## src/rtl/lr_sched_pkg.sv

```systemverilog
// lr_sched_pkg
//   Shared definitions for the leaky-ReLU request scheduler:
//   - DATA_W: operand/result width (signed Q8.8)
//   - Q8.8 fixed-point constants
//   - lr_state_e: scheduler FSM states
//   - id_width(): width of a requester index, never below one bit
package lr_sched_pkg;

  localparam int DATA_W = 16;
  localparam int FRAC_W = 8;
  localparam logic signed [DATA_W-1:0] Q88_ONE  = 16'sh0100;
  localparam logic signed [DATA_W-1:0] Q88_ZERO = 16'sh0000;

  typedef enum logic [1:0] {
    IDLE  = 2'd0,
    ISSUE = 2'd1,
    WAIT  = 2'd2
  } lr_state_e;

  function automatic int id_width(input int n);
    return (n > 1) ? $clog2(n) : 1;
  endfunction

endpackage

```

## src/rtl/lr_sched_rr_arbiter.sv

```systemverilog
// rr_arbiter
//   Combinational round-robin grant selection.
//   Ports:
//     req   - request vector, one bit per requester
//     ptr   - index of the most recent winner; the search starts at ptr+1
//     grant - one-hot grant (all zero when nothing is requested)
module rr_arbiter #(
  parameter int NUM_REQ = 4,
  parameter int ID_W    = 2
) (
  input  logic [NUM_REQ-1:0] req,
  input  logic [ID_W-1:0]    ptr,
  output logic [NUM_REQ-1:0] grant
);

  logic [ID_W-1:0] idx;

  // Walk from the farthest candidate to the nearest one after ptr, so the
  // last hit (the nearest requester in round-robin order) is the one kept.
  always_comb begin
    grant = '0;
    idx   = '0;
    for (int off = NUM_REQ; off >= 1; off--) begin
      idx = ID_W'((int'(ptr) + off) % NUM_REQ);
      if (req[idx]) begin
        grant      = '0;
        grant[idx] = 1'b1;
      end
    end
  end

endmodule

```

## src/rtl/lr_sched.sv

```systemverilog
// lr_sched
//   Time-shares one leaky-ReLU unit between NUM_REQ requesters.
//   One operation is in flight at a time: IDLE (grant) -> ISSUE (drive unit)
//   -> WAIT (until unit result) -> IDLE, giving one result every 3 cycles at
//   best. Each requester has its own Q8.8 leak register, written via cfg_*.
//   Ports:
//     clk, rst          - clock, asynchronous active-low reset
//     clear             - synchronous abort back to IDLE (no response emitted)
//     req_valid/data    - per-requester request and signed operand
//     req_ready         - one-hot grant, only in IDLE
//     rsp_valid/id/data - one-cycle result strobe, requester index, result
//     cfg_we/addr/data  - leak register write port
//     lr_valid_in, lr_input, lr_leak - drive the leaky-ReLU unit
//     lr_out, lr_valid_out           - unit result
//   Optional: define LR_SCHED_PERF_EN to add output issue_count, a 32-bit
//   wrapping count of ISSUE cycles, zeroed by reset and by clear.
module lr_sched
  import lr_sched_pkg::*;
#(
  parameter int                        NUM_REQ      = 4,
  parameter logic signed [DATA_W-1:0]  DEFAULT_LEAK = 16'sh0003,
  localparam int                       ID_W         = id_width(NUM_REQ)
) (
  input  logic                     clk,
  input  logic                     rst,
  input  logic                     clear,
  input  logic [NUM_REQ-1:0]       req_valid,
  input  logic signed [DATA_W-1:0] req_data [NUM_REQ],
  output logic [NUM_REQ-1:0]       req_ready,
  output logic                     rsp_valid,
  output logic [ID_W-1:0]          rsp_id,
  output logic signed [DATA_W-1:0] rsp_data,
  input  logic                     cfg_we,
  input  logic [ID_W-1:0]          cfg_addr,
  input  logic signed [DATA_W-1:0] cfg_data,
  output logic                     lr_valid_in,
  output logic signed [DATA_W-1:0] lr_input,
  output logic signed [DATA_W-1:0] lr_leak,
  input  logic signed [DATA_W-1:0] lr_out,
  input  logic                     lr_valid_out
`ifdef LR_SCHED_PERF_EN
  ,
  output logic [31:0]              issue_count
`endif
);

  lr_state_e                state;
  logic [ID_W-1:0]          last_grant;
  logic [ID_W-1:0]          cur_id;
  logic [ID_W-1:0]          grant_id;
  logic signed [DATA_W-1:0] cur_op;
  logic signed [DATA_W-1:0] leak_reg [NUM_REQ];
  logic [NUM_REQ-1:0]       grant;
  logic                     transfer;

  rr_arbiter #(
    .NUM_REQ (NUM_REQ),
    .ID_W    (ID_W)
  ) u_arb (
    .req   (req_valid),
    .ptr   (last_grant),
    .grant (grant)
  );

  always_comb begin
    grant_id = '0;
    for (int i = 0; i < NUM_REQ; i++) begin
      if (grant[i]) grant_id = ID_W'(i);
    end
  end

  // The grant is withheld during reset and during clear so a requester never
  // sees a handshake that the FSM then throws away.
  assign req_ready = (rst && !clear && state == IDLE) ? grant : '0;
  assign transfer  = |req_ready;

  // The leak is read straight from its register during ISSUE; a cfg write in
  // that same cycle only lands at the closing edge, so the issue sees the old
  // value.
  assign lr_valid_in = (state == ISSUE);
  assign lr_input    = lr_valid_in ? cur_op : '0;
  assign lr_leak     = lr_valid_in ? leak_reg[cur_id] : '0;

  always_ff @(posedge clk or negedge rst) begin
    if (!rst) begin
      state      <= IDLE;
      last_grant <= ID_W'(NUM_REQ - 1);
      cur_id     <= '0;
      cur_op     <= '0;
      rsp_valid  <= 1'b0;
      rsp_id     <= '0;
      rsp_data   <= '0;
    end else begin
      rsp_valid <= 1'b0;
      if (clear) begin
        state <= IDLE;
      end else begin
        case (state)
          IDLE: begin
            if (transfer) begin
              state      <= ISSUE;
              cur_op     <= req_data[grant_id];
              cur_id     <= grant_id;
              last_grant <= grant_id;
            end
          end
          ISSUE: state <= WAIT;
          WAIT: begin
            if (lr_valid_out) begin
              state     <= IDLE;
              rsp_valid <= 1'b1;
              rsp_id    <= cur_id;
              rsp_data  <= lr_out;
            end
          end
          default: state <= IDLE;
        endcase
      end
    end
  end

  always_ff @(posedge clk or negedge rst) begin
    if (!rst) begin
      for (int i = 0; i < NUM_REQ; i++) leak_reg[i] <= DEFAULT_LEAK;
    end else if (cfg_we && int'(cfg_addr) < NUM_REQ) begin
      leak_reg[cfg_addr] <= cfg_data;
    end
  end

`ifdef LR_SCHED_PERF_EN
  always_ff @(posedge clk or negedge rst) begin
    if (!rst) begin
      issue_count <= '0;
    end else if (clear) begin
      issue_count <= '0;
    end else if (state == ISSUE) begin
      issue_count <= issue_count + 32'd1;
    end
  end
`endif

endmodule

```

## config.mk

```make
export PLATFORM = sky130hd
export DESIGN_NAME = lr_sched
export DESIGN_NICKNAME = d
export VERILOG_FILES = /design/src/rtl/lr_sched_pkg.sv /design/src/rtl/lr_sched_rr_arbiter.sv /design/src/rtl/lr_sched.sv
export SDC_FILE = /design/constraint.sdc
export NUM_CORES = 1
export LEC_CHECK = 0
export CORE_AREA = 4 4 141 143
export CTS_CLUSTER_DIAMETER = 60
export DETAILED_ROUTE_END_ITERATION = 16
export DIE_AREA = 0 0 145 147
export GPL_TIMING_DRIVEN = 1
export PLACE_DENSITY_LB_ADDON = 0.12
export SYNTH_ARGS = -nofsm -noshare
export SYNTH_HDL_FRONTEND = slang
export SYNTH_HIERARCHICAL = 1
export SYNTH_SLANG_ARGS = --single-unit
export TNS_END_PERCENT = 10
```

## constraint.sdc

```tcl
create_clock -name clk -period 3.6 [get_ports clk]
set_input_delay 1.08 -clock clk [delete_from_list [all_inputs] [get_ports clk]]
set_output_delay 1.08 -clock clk [all_outputs]
set_load 0.01 [all_outputs]
```

==> impl_metrics.csv, run 1 <==
group,metric,value,unit
outcome,status,"finished with violations",
outcome,violations,"setup timing",
yosys,syn_area,5470,um2
timing,finalWorstSetupSlack,-0.0141,ns
yosys,syn-mean-instance-area,13.4,um2
drt,dr.first_iter.drc_count,124,
yosys,synth_edf_count,0,
critical_path,crit_path_end_kind,"output pin",
min_path,min_from,"cur_id[1]",
placement,numPortBuffers,162,
drt,num_vias,3971,
cells_and_area,area_growth,44.5,%
run,maxCapViolations,0,
critical_path,timing.critical_path.from,"req_valid[2]",
timing,hold_ws,0.499,ns
power_and_ir_drop,switchingPower,2.24,mW
drt,vias_per_cell,4.79,
floorplanning,initial_core_util,0.294,
placement,place_area,7510,um2
yosys,synth_nets,522,
drt,wirelength,14700,um
cells_and_area,stdcell_area,7910,um2
power_and_ir_drop,power.density,791,nW/um2
cells_and_area,seq_area,2640,um2
placement,place_congestion,0.805,
cells_and_area,diodes,0,
cells_and_area,fin_cells,829,
yosys,synth_top_family_by_area,"multiplexers",
floorplanning,dieArea,21300,um2
global_routing,grt_pass1_wl,23900,um
cells_and_area,multi_input_area,2780,um2
power_and_ir_drop,ir_worst_vdd,359,uV
yosys,synthSimpleGateAreaFrac,0.0949,
yosys,synthTopCellsByArea,"dfrtp_1 (43%), mux2_2 (19%), mux4_2 (8.2%), dfstp_2 (4.8%), and2_1 (4.1%)",
critical_path,cp.required,2.52,ns
min_path,hold_class,"reg -> reg",
critical_path,r2r-end,"cur_op[13]",
yosys,synthTopCellsByCount,"dfrtp_1 (95), mux2_2 (91), and2_1 (36)",
yosys,synth_fa_ha_area_frac,0.0137,
yosys,synth_compound_area_frac,0.0476,
floorplanning,dieWidth,145,um
yosys,muxShareOfSynthArea,0.329,
clocking,cts_tree,"yes",
timing,max_slew_margin,0.472,
floorplanning,core,18600,um2
cells_and_area,layout.nets,703,
yosys,synth_seq_area_share,0.483,
clocking,clock_sinks,105,
power_and_ir_drop,internal_power,4.01,mW
critical_path,reg2reg_from,"last_grant[1]",
clocking,numCtsBuffers,9,
power_and_ir_drop,p_leak,3.25,nW
cells_and_area,drive_gt1_frac,0.351,
timing,hold_viol_final,0,
power_and_ir_drop,switching_share,0.358,
global_routing,grt_max_degree,62,
critical_path,crit_arrival,2.53,ns
cells_and_area,fillerInstances,1763,
floorplanning,ios,163,
drt,drc_errors,0,
drt,wl_per_cell,17.7,um
timing,period_minus_slack,3.61,ns
critical_path,start_kind,"primary input",
power_and_ir_drop,clockPowerShare,0.157,
timing,worst_pin_slew,0.792,ns
clocking,cts-root-buf,"clkbuf_16",
global_routing,gr-total-overflow,0,
floorplanning,die_y,147,um
global_routing,grtUsageTotal,0.141,
min_path,hold-path-endpoint,"cur_id[1]",
timing,finalSetupViolCount,1,
clocking,cts_max_path_buffers,2,
floorplanning,floorplan.rows,50,
clocking,clk_latency,0.35,ns
yosys,yosysWarningCount,6,
yosys,synth_xor_xnor_area_share,0,
clocking,cts_htree_levels,3,
yosys,postSynthCellCount,409,
yosys,synth.distinct_cells,36,
min_path,min_path_cells,1,
global_routing,antenna_found_initial,0,
clocking,cts.clk_slew.worst_paths,0.07,ns
cells_and_area,largest_register_ffs,64,
timing,finClkSkew,0.00718,ns
critical_path,worstPathMaxFanout,6,
power_and_ir_drop,seqPwrFrac,0.278,
timing,maxSlewViolCount,0,
global_routing,grt_pass1_vias,4415,
yosys,synth.most_common_cell,"dfrtp_1",
critical_path,r2r_cells,11,
drt,first_pass_iters,4,
timing,rsz0062_at_grt,"yes",
critical_path,r2r_setup_slack,0.32,ns
power_and_ir_drop,p_comb_frac,0.565,
timing,min_period_over_period,1.00,
drt,ant_nets,0,
timing,fmax,0.277,GHz
yosys,synthArstFlopShare,1.00,
yosys,yosys.area.top_type,"dfrtp_1",
yosys,ys.flop_type,"dfrtp_1",
placement,dp_cells,809,
placement,dp_hpwl,10300,um
yosys,ys_seq_elements,105,
critical_path,crit_type,"in -> out",
yosys,synth_top_area_frac,0.434,
-- worst max-delay path, cell delays in order --
cell	delay (ns)
buf_2	0.13
mux4_2	0.56
nor2b_4	0.18
o31ai_4	0.29
and2_4	0.19
buf_6	0.10
-- power groups by stage --
| stage | Clock [mW] | Combinational [mW] | Sequential [mW] |
|---|---|---|---|
| detailed placement | 0 | 3.37 | 1.76 |
| CTS | 1.02 | 3.60 | 1.74 |
| finish | 0.979 | 3.53 | 1.74 |
| global route | 1.06 | 3.86 | 1.79 |
| global placement | 0 | 3.34 | 1.74 |
| floorplan | 0 | 2.19 | 1.77 |
-- what timing repair did --
item	CTS	global route
hold endpoints to repair	0	0
pin swaps	9	1
cloned	0	0
hold buffers	0	0
resized for setup	60	0
setup buffers	4	0
setup endpoints to repair	22	4
-- routing by layer --
layer	vias up	routed length (um)	GRT usage
met4	0	195	0.0399
met3	15	1130	0.0537
met2	126	7290	0.246
met5	-	0	0
li1	1851	-	-
met1	1979	6100	0.163
-- layout by cell type, fill, tap and decap left out, types with 2 or more instances in the layout --
cell / synthesis / final
mux2i_1: 22 / 22
nor2_1: 4 / 3
buf_6: 4 / 6
nor3b_1: 4 / 4
o31ai_4: 1 / 2
a221oi_1: 3 / 3
mux2_2: 91 / 91
nor2b_4: 1 / 2
inv_2: 0 / 3
a22o_1: 2 / 2
o22ai_2: 1 / 4
ha_1: 6 / 5
clkbuf_1: 14 / 3
and2_1: 36 / 33
dfstp_2: 10 / 10
dfrtp_1: 95 / 95
nand2_1: 35 / 35
buf_2: 7 / 4
mux2_4: 7 / 7
and2_4: 0 / 3
a31oi_4: 0 / 2
clkdlybuf4s50_1: 0 / 153
buf_4: 0 / 32
mux4_2: 20 / 20
nand2b_1: 3 / 2
o221ai_1: 13 / 13
inv_1: 9 / 6
clkbuf_16: 0 / 9
nand3b_1: 2 / 2
-- cells by family after synthesis --
family / count (synthesis)
fa+ha+maj: 6
mux: 140
simple gates: 92
flops: 105
compound gates: 30
buf+inv: 36
-- metrics by stage --
stage	utilization	setup TNS (ns)	power, mW	setup WS [ns]
after floorplan	-	-0.0415	3.96	-0.0415
after global placement	0.404	-10.40	5.08	-0.867
after detailed placement	0.404	-11.59	5.13	-0.871
after CTS	0.426	-0.0410	6.37	-0.0161
after global routing	0.426	-0.247	6.71	-0.0698
final	0.426	-0.0141	6.25	-0.0141
-- cell type report --
| type | count | area share |
|---|---|---|
| multi-input combinational | 268 | 0.352 |
| timing repair buffer | 195 | 0.235 |
| clock buffer | 12 | 0.0299 |
| clock inverter | 4 | 0.00649 |
| inverter | 11 | 0.00554 |
| tap | 234 | 0.0370 |
| sequential | 105 | 0.334 |
-- worst max path at each step --
| stage | slack, ns | depth (start not counted) | endpoint |
|---|---|---|---|
| floorplan | -0.04 | 7 | req_ready[2] |
| global placement | -0.87 | 7 | req_ready[2] |
| detailed placement | -0.87 | 7 | req_ready[2] |
| CTS | -0.02 | 8 | req_ready[3] |
| global route | -0.07 | 8 | req_ready[1] |
| finish | -0.01 | 6 | req_ready[2] |
(Power assumes the default switching activity.)
==> run 2, diff against run 1 <==
--- a/config.mk
+++ b/config.mk
@@ -5,12 +5,14 @@
 export SDC_FILE = /design/constraint.sdc
 export NUM_CORES = 1
 export LEC_CHECK = 0
-export CORE_AREA = 4 4 141 143
+export ABC_AREA = 1
+export CORE_AREA = 4 4 144 146
 export CTS_CLUSTER_DIAMETER = 60
 export DETAILED_ROUTE_END_ITERATION = 16
-export DIE_AREA = 0 0 145 147
+export DIE_AREA = 0 0 148 150
 export GPL_TIMING_DRIVEN = 1
-export PLACE_DENSITY_LB_ADDON = 0.12
+export HOLD_SLACK_MARGIN = 0.05
+export PLACE_DENSITY = 0.56
 export SYNTH_ARGS = -nofsm -noshare
 export SYNTH_HDL_FRONTEND = slang
 export SYNTH_HIERARCHICAL = 1
==> run 2 against run 1 <==
Net effect:
- the flow now finishes without violations
- clock skew increased by 0.0024 ns
- synthesized area increased by 4.6%
- worst hold slack got worse by 0.018 ns
- design area increased by 1.5%
- setup slack improved by 0.29 ns
- flip-flop and latch count unchanged
- non-clock buffer count decreased by 9
- sequential share of layout area decreased by 0.49 points
- critical endpoint is now req_ready[1]
- largest power group unchanged
- highest routed layer is now met5
==> impl_metrics.csv, run 2 <==
group,metric,value,unit
placement,place_area,7650,um2
clocking,clock_sinks,105,
cells_and_area,drive_gt1_frac,0.0925,
cells_and_area,area_growth,40.3,%
floorplanning,core,19400,um2
clocking,cts-root-buf,"clkbuf_16",
drt,first_pass_iters,4,
yosys,ys_seq_elements,105,
critical_path,cp.required,2.52,ns
timing,max_slew_margin,0.356,
cells_and_area,layout.nets,1092,
drt,wl_per_cell,13.2,um
critical_path,path_cells,"inv_1 -> ha_1 -> inv_1 -> nand3_2 -> nand2_2 -> nand3_1 -> nand2_1 -> nand2_1 -> nand2_1 -> inv_1 -> nor2_1 -> buf_2",
floorplanning,initial_core_util,0.295,
power_and_ir_drop,ir_worst_vdd,405,uV
min_path,hold_class,"reg -> reg",
drt,wirelength,16500,um
yosys,syn_area,5720,um2
power_and_ir_drop,power.total,6.88,mW
floorplanning,dieArea,22200,um2
clocking,clk_latency,0.35,ns
global_routing,grt_pass1_wl,27300,um
cells_and_area,stdcell_area,8030,um2
clocking,cts.clk_slew.worst_paths,0.07,ns
clocking,cts_htree_levels,3,
timing,period_minus_slack,3.33,ns
clocking,cts_max_path_buffers,2,
yosys,synthTopCellsByArea,"dfrtp_1 (42%), nand2_1 (17%), nor2_1 (9.2%), o21ai_0 (8.7%), inv_1 (5.2%)",
critical_path,worstPathMaxFanout,5,
timing,min_period_over_period,0.925,
critical_path,crit_path_end_kind,"output pin",
yosys,synthTopCellsByCount,"nand2_1 (266), nor2_1 (141), o21ai_0 (100)",
outcome,status,"finished, final reports clean",
clocking,post_cts_buffers,0,
drt,num_vias,5465,
global_routing,gr-total-overflow,0,
clocking,cts_tree,"yes",
power_and_ir_drop,p_leak,4.00,nW
drt,ant_nets,0,
critical_path,crit_arrival,2.25,ns
yosys,syn-mean-instance-area,6.96,um2
yosys,synth_edf_count,0,
yosys,yosys.area.top_type,"dfrtp_1",
floorplanning,dieWidth,148,um
floorplanning,die_y,150,um
placement,place_congestion,0.794,
critical_path,crit_type,"reg -> out",
timing,fmax,0.300,GHz
cells_and_area,final_common_cell,"nand2_1",
floorplanning,floorplan.rows,51,
clocking,numCtsBuffers,9,
critical_path,slowest_stage,"dfstp_2",
floorplanning,ios,163,
placement,numPortBuffers,162,
yosys,synth_top_area_frac,0.415,
critical_path,r2r_cells,17,
yosys,synth_nets,935,
yosys,yosysWarningCount,6,
cells_and_area,diodes,0,
critical_path,cpPeakStageDelay,0.53,ns
yosys,synthArstFlopShare,1.00,
global_routing,grt_pass1_vias,5449,
cells_and_area,final_cell_mix,"nand2_1 (259), clkdlybuf4s50_1 (153), nor2_1 (141)",
global_routing,grt_max_degree,77,
power_and_ir_drop,power.density,857,nW/um2
timing,hold_viol_final,0,
timing,finalSetupViolCount,0,
timing,worst_pin_slew,0.966,ns
cells_and_area,largest_register_ffs,64,
yosys,ys.flop_type,"dfrtp_1",
global_routing,antenna_found_initial,1,
timing,maxSlewViolCount,0,
yosys,postSynthCellCount,822,
drt,vias_per_cell,4.38,
drt,dr.first_iter.drc_count,245,
critical_path,start_kind,"register",
yosys,synth.most_common_cell,"nand2_1",
timing,finClkSkew,0.00956,ns
clocking,hold_buffers,0,
timing,rsz0062_at_grt,"no",
yosys,synth.distinct_cells,26,
global_routing,grtUsageTotal,0.151,
drt,drc_errors,0,
run,maxCapViolations,0,
timing,totalNegativeSetupSlack,0,ns
placement,dp_hpwl,11400,um
min_path,min_path_cells,2,
yosys,synth_seq_area_share,0.461,
[run 2: cell types whose count changed after synthesis, moves of 28 or more]
cell / previous run / this run
nand3_1: 1 / 29
o21ai_0: 0 / 100
mux2_2: 91 / 0
nor2_1: 4 / 141
nand2_1: 35 / 266
inv_1: 9 / 80
and2_1: 36 / 0
[run 2: layer usage]
layer  share of wire  GRT usage  vias up  routed length (um)
met5         0.00048          0        -                   8
met4           0.010     0.0337        2                 167
met3           0.053     0.0409       12                 872
met2            0.49      0.253      121                8030
met1            0.45      0.197     2504                7440
li1                -          -     2826                   -
[run 2: path summary, 6_finish.rpt]
path	slack, ns	startpoint	endpoint
max in group asynchronous	1.52	rst	rsp_id[0]
setup / recovery	0.27	last_grant[1]	req_ready[1]
min in group asynchronous	0.79	rst	leak_reg[52]
hold reg to reg	0.48	cur_op[3]	cur_op[3]
hold / removal	0.48	cur_op[3]	cur_op[3]
setup reg to reg	0.89	last_grant[1]	cur_op[15]
[run 2: critical path, delay by kind of cell (launching register included)]
family	cells	cell delay, ns
AND/OR/NAND/NOR	7	0.63
flip-flops	1	0.53
buffers and inverters	4	0.38
adder cells (fa/ha/maj)	1	0.38
[run 2: cells by family after synthesis]
logic type / count (synthesis) / synth area share
DFF: 105 / 0.461
adders and majority gates: 6 / 0.0131
AOI/OAI and AO/OA: 123 / 0.110
buffers and inverters: 130 / 0.0938
and+or+nand+nor: 458 / 0.322
[run 2: where the power goes]
group          total (mW)  internal, mW  switching [mW]
clock                1.15         0.688           0.458
sequential           1.70          1.53           0.170
combinational        4.03          1.56            2.47
[run 2: final cells by class]
cell class                      instances  area, um2
Clock buffer                            9        225
Clock inverter                          7        125
Fill cell                            2057      11400
Inverter                               90        338
Multi-Input combinational cell        587       2580
Sequential cell                       105       2640
Tap cell                              265        332
Timing Repair Buffer                  186       1790
[run 2: per-stage QoR]
| stage | utilization | setup slack, ns | hold WS [ns] | cells |
|---|---|---|---|---|
| after CTS | 0.412 | 0.0402 | 0.484 | 1249 |
| after floorplan | - | 0.319 | 0.448 | 822 |
| final | 0.414 | 0.271 | 0.481 | 1249 |
| after detailed placement | 0.395 | -0.364 | 0.464 | 1233 |
| after global routing | 0.414 | 0.0779 | 0.503 | 1249 |
| after global placement | 0.395 | -0.348 | 0.460 | 1233 |
[run 2: timing repair]
action / CTS / global route
setup endpoints to repair: 4 / 4
endpoints found under the hold margin: 0 / 0
gates resized for setup: 18 / 13
pin swaps: 0 / 2
==> run 3, diff against run 2 <==
--- a/config.mk
+++ b/config.mk
@@ -6,15 +6,14 @@
 export NUM_CORES = 1
 export LEC_CHECK = 0
 export ABC_AREA = 1
-export CORE_AREA = 4 4 144 146
+export CORE_AREA = 4 4 146 148
 export CTS_CLUSTER_DIAMETER = 60
 export DETAILED_ROUTE_END_ITERATION = 16
-export DIE_AREA = 0 0 148 150
+export DIE_AREA = 0 0 150 152
 export GPL_TIMING_DRIVEN = 1
 export HOLD_SLACK_MARGIN = 0.05
-export PLACE_DENSITY = 0.56
+export PLACE_DENSITY = 0.55
 export SYNTH_ARGS = -nofsm -noshare
 export SYNTH_HDL_FRONTEND = slang
-export SYNTH_HIERARCHICAL = 1
 export SYNTH_SLANG_ARGS = --single-unit
 export TNS_END_PERCENT = 10
==> run 3 against run 2 <==
Net effect:
- utilization down 0.32 points
- wire length up 2.7%
- flip-flop and latch count unchanged
- first-iteration DRC count down 5.3%
- register-to-register slack better by 0.02 ns
- clock power down 8%
- via count up 1.8%
- die area up 2.7%
- final cell count up 1.2%
- synthesized area up 3.2%
- total power up 6.0%
- worst hold slack worse by 0.0017 ns
- critical endpoint is now req_ready[2]
==> impl_metrics.csv, run 3 <==
group,metric,value,unit
outcome,status,"finished, final reports clean",
yosys,synthTopCellsByCount,"nand2_1 (243), nor2_1 (126), o21ai_0 (101)",
drt,wirelength,17000,um
yosys,synthTopCellsByArea,"dfrtp_1 (40%), nand2_1 (15%), o21ai_0 (8.6%), nor2_1 (8.0%), inv_1 (5.2%)",
floorplanning,ios,163,
placement,dp_hpwl,12100,um
clocking,numCtsBuffers,9,
cells_and_area,final_cell_mix,"nand2_1 (241), clkdlybuf4s50_1 (153), nor2_1 (124)",
placement,place_ws,-0.447,ns
critical_path,endpoint,"req_ready[2]",
clocking,clk_latency,0.34,ns
cells_and_area,layout.nets,1103,
critical_path,crit_cells,10,
critical_path,crit_top_cell,"nand2_2",
yosys,syn_area,5910,um2
critical_path,reg2reg_from,"last_grant[0]",
floorplanning,die_y,152,um
cells_and_area,largest_register_ffs,64,
timing,hold_viol_final,0,
floorplanning,floorplan.rows,52,
critical_path,cpPeakStageDelay,0.26,ns
drt,dr.first_iter.drc_count,232,
power_and_ir_drop,p_leak,4.01,nW
yosys,synth_top_area_frac,0.402,
critical_path,cp_num_buf_inv,4,
yosys,synth.distinct_cells,33,
clocking,hold_buffers,0,
drt,num_vias,5561,
yosys,synth_edf_count,0,
yosys,synth.most_common_cell,"nand2_1",
placement,numPortBuffers,162,
critical_path,slowest_stage,"dlygate4sd2_1",
critical_path,r2r_setup_slack,0.91,ns
timing,max_slew_margin,0.452,
critical_path,path_cells,"dlygate4sd2_1 -> nand2_2 -> nand2_2 -> o21ai_4 -> buf_4 -> nand2_1 -> inv_1 -> a21oi_4 -> nor2_2 -> clkdlybuf4s15_1",
clocking,cts-root-buf,"clkbuf_16",
cells_and_area,final_common_cell,"nand2_1",
timing,period_minus_slack,3.50,ns
power_and_ir_drop,power.density,886,nW/um2
drt,wl_per_cell,13.4,um
global_routing,grtUsageTotal,0.150,
global_routing,grt_max_degree,65,
floorplanning,dieWidth,150,um
drt,vias_per_cell,4.40,
critical_path,crit_arrival,2.42,ns
cells_and_area,diodes,0,
floorplanning,dieArea,22800,um2
clocking,cts_tree,"yes",
yosys,synth_nets,939,
yosys,yosysWarningCount,0,
floorplanning,initial_core_util,0.295,
yosys,syn-mean-instance-area,7.16,um2
critical_path,crit_type,"in -> out",
timing,worst_pin_slew,0.822,ns
cells_and_area,fillerInstances,2167,
critical_path,r2r_cells,17,
floorplanning,core,20000,um2
critical_path,start_kind,"primary input",
clocking,cts_max_path_buffers,2,
drt,ant_nets,0,
cells_and_area,fin_cells,1264,
critical_path,crit_path_end_kind,"output pin",
yosys,yosys.area.top_type,"dfrtp_1",
clocking,clock_sinks,105,
drt,first_pass_iters,6,
critical_path,cp.required,2.52,ns
drt,drc_errors,0,
timing,min_period_over_period,0.972,
critical_path,timing.critical_path.from,"req_valid[0]",
critical_path,r2r-end,"cur_op[13]",
timing,finalSetupViolCount,0,
placement,place_congestion,0.807,
placement,dp_cells,1245,
run,maxCapViolations,0,
timing,fmax,0.286,GHz
clocking,cts.clk_slew.worst_paths,0.07,ns
timing,rsz0062_at_grt,"no",
global_routing,grt_pass1_wl,27800,um
critical_path,cp_top_family,"buffers and inverters",
global_routing,grt_pass1_vias,5496,
global_routing,antenna_found_initial,1,
yosys,synth_seq_area_share,0.447,
clocking,cts_htree_levels,3,
yosys,ys.flop_type,"dfrtp_1",
yosys,synthArstFlopShare,1.00,
cells_and_area,drive_gt1_frac,0.114,
yosys,ys_seq_elements,105,
cells_and_area,area_growth,39.3,%
critical_path,worstPathMaxFanout,4,
global_routing,gr-total-overflow,0,
timing,finClkSkew,0.00557,ns
min_path,hold_class,"reg -> reg",
yosys,postSynthCellCount,825,
power_and_ir_drop,ir_worst_vdd,432,uV
timing,maxSlewViolCount,0,
timing,finalWorstSetupSlack,0.102,ns
## run 3: cell count changes after synthesis, moves of 3 or more
| cell | before | now |
|---|---|---|
| nand2_4 | 3 | 6 |
| nor2_2 | 1 | 11 |
| buf_2 | 12 | 4 |
| or2_2 | 6 | 1 |
| nor2_1 | 141 | 126 |
| nand2_1 | 266 | 243 |
| nand2_2 | 6 | 15 |
| a21oi_1 | 16 | 32 |
| clkbuf_1 | 21 | 27 |
| inv_2 | 7 | 4 |
## run 3: worst min-delay path by stage
stage / start / to / cells past startpoint
6_report: cur_op[15] / cur_op[15] / 2
4_1_cts: leak_reg[15] / leak_reg[15] / 2
2_1_floorplan: leak_reg[10] / leak_reg[10] / 2
5_1_grt: cur_op[1] / cur_op[1] / 2
3_3_place_gp: leak_reg[4] / leak_reg[4] / 2
3_5_place_dp: rsp_data[3] / rsp_data[3] / 2
## run 3: layer usage
layer  vias to the layer above  global-route usage  part of all wire
li1                       2873                   -                 -
met1                      2533               0.193              0.45
met2                       139               0.241              0.46
met3                        14              0.0605             0.084
met4                         2              0.0266            0.0093
met5                         -                   0           0.00047
## run 3: repair_timing
| action | in CTS | in global routing |
|---|---|---|
| setup endpoints to repair | 4 | 2 |
| resized for setup | 16 | 2 |
| setup buffers | 3 | 0 |
| pin swaps | 1 | 0 |
| cloned | 0 | 0 |
## run 3: logic make-up (layout without fill, tap and decap cells)
group                      count (synthesis)  count (layout)  synth area share
adders and majority gates                  7               7            0.0148
buffers and inverters                    130             299            0.0932
and+or+nand+nor                          442             442             0.320
DFF                                      105             105             0.447
AOI/OAI and AO/OA                        141             141             0.125
## run 3: worst min-delay path: cells and delay by family, from the launching register on
kind | cells | cell delay [ns]
and+or+nand+nor | 2 | 0.10
DFF | 1 | 0.34
## run 3: report_power, final
part	internal, mW	switching, mW	leakage [nW]
logic	1.77	2.77	2.55
registers	1.53	0.172	1.30
clock network	0.628	0.429	0.159
total	3.92	3.37	4.01
## run 3: metrics by stage
step / total power, mW / cell area [um2] / TNS (ns) / util / hold slack, ns
2_1_floorplan: 4.99 / 5910 / 0 / - / 0.448
3_3_place_gp: 6.26 / 7880 / -1.55 / 0.393 / 0.460
3_5_place_dp: 6.28 / 7880 / -1.58 / 0.393 / 0.464
4_1_cts: 7.42 / 8220 / 0 / 0.410 / 0.485
5_1_grt: 8.05 / 8230 / 0 / 0.411 / 0.497
6_report: 7.29 / 8230 / 0 / 0.411 / 0.479
## run 3: final cells by class
type | instances | area (um2) | area share
multi-input cells | 590 | 2740 | 0.333
repair buffers | 193 | 1850 | 0.225
well taps | 270 | 338 | 0.0411
clock inverters | 5 | 78.8 | 0.00958
flip-flops and latches | 105 | 2640 | 0.321
clock buffers | 11 | 243 | 0.0295
inverters | 90 | 340 | 0.0414
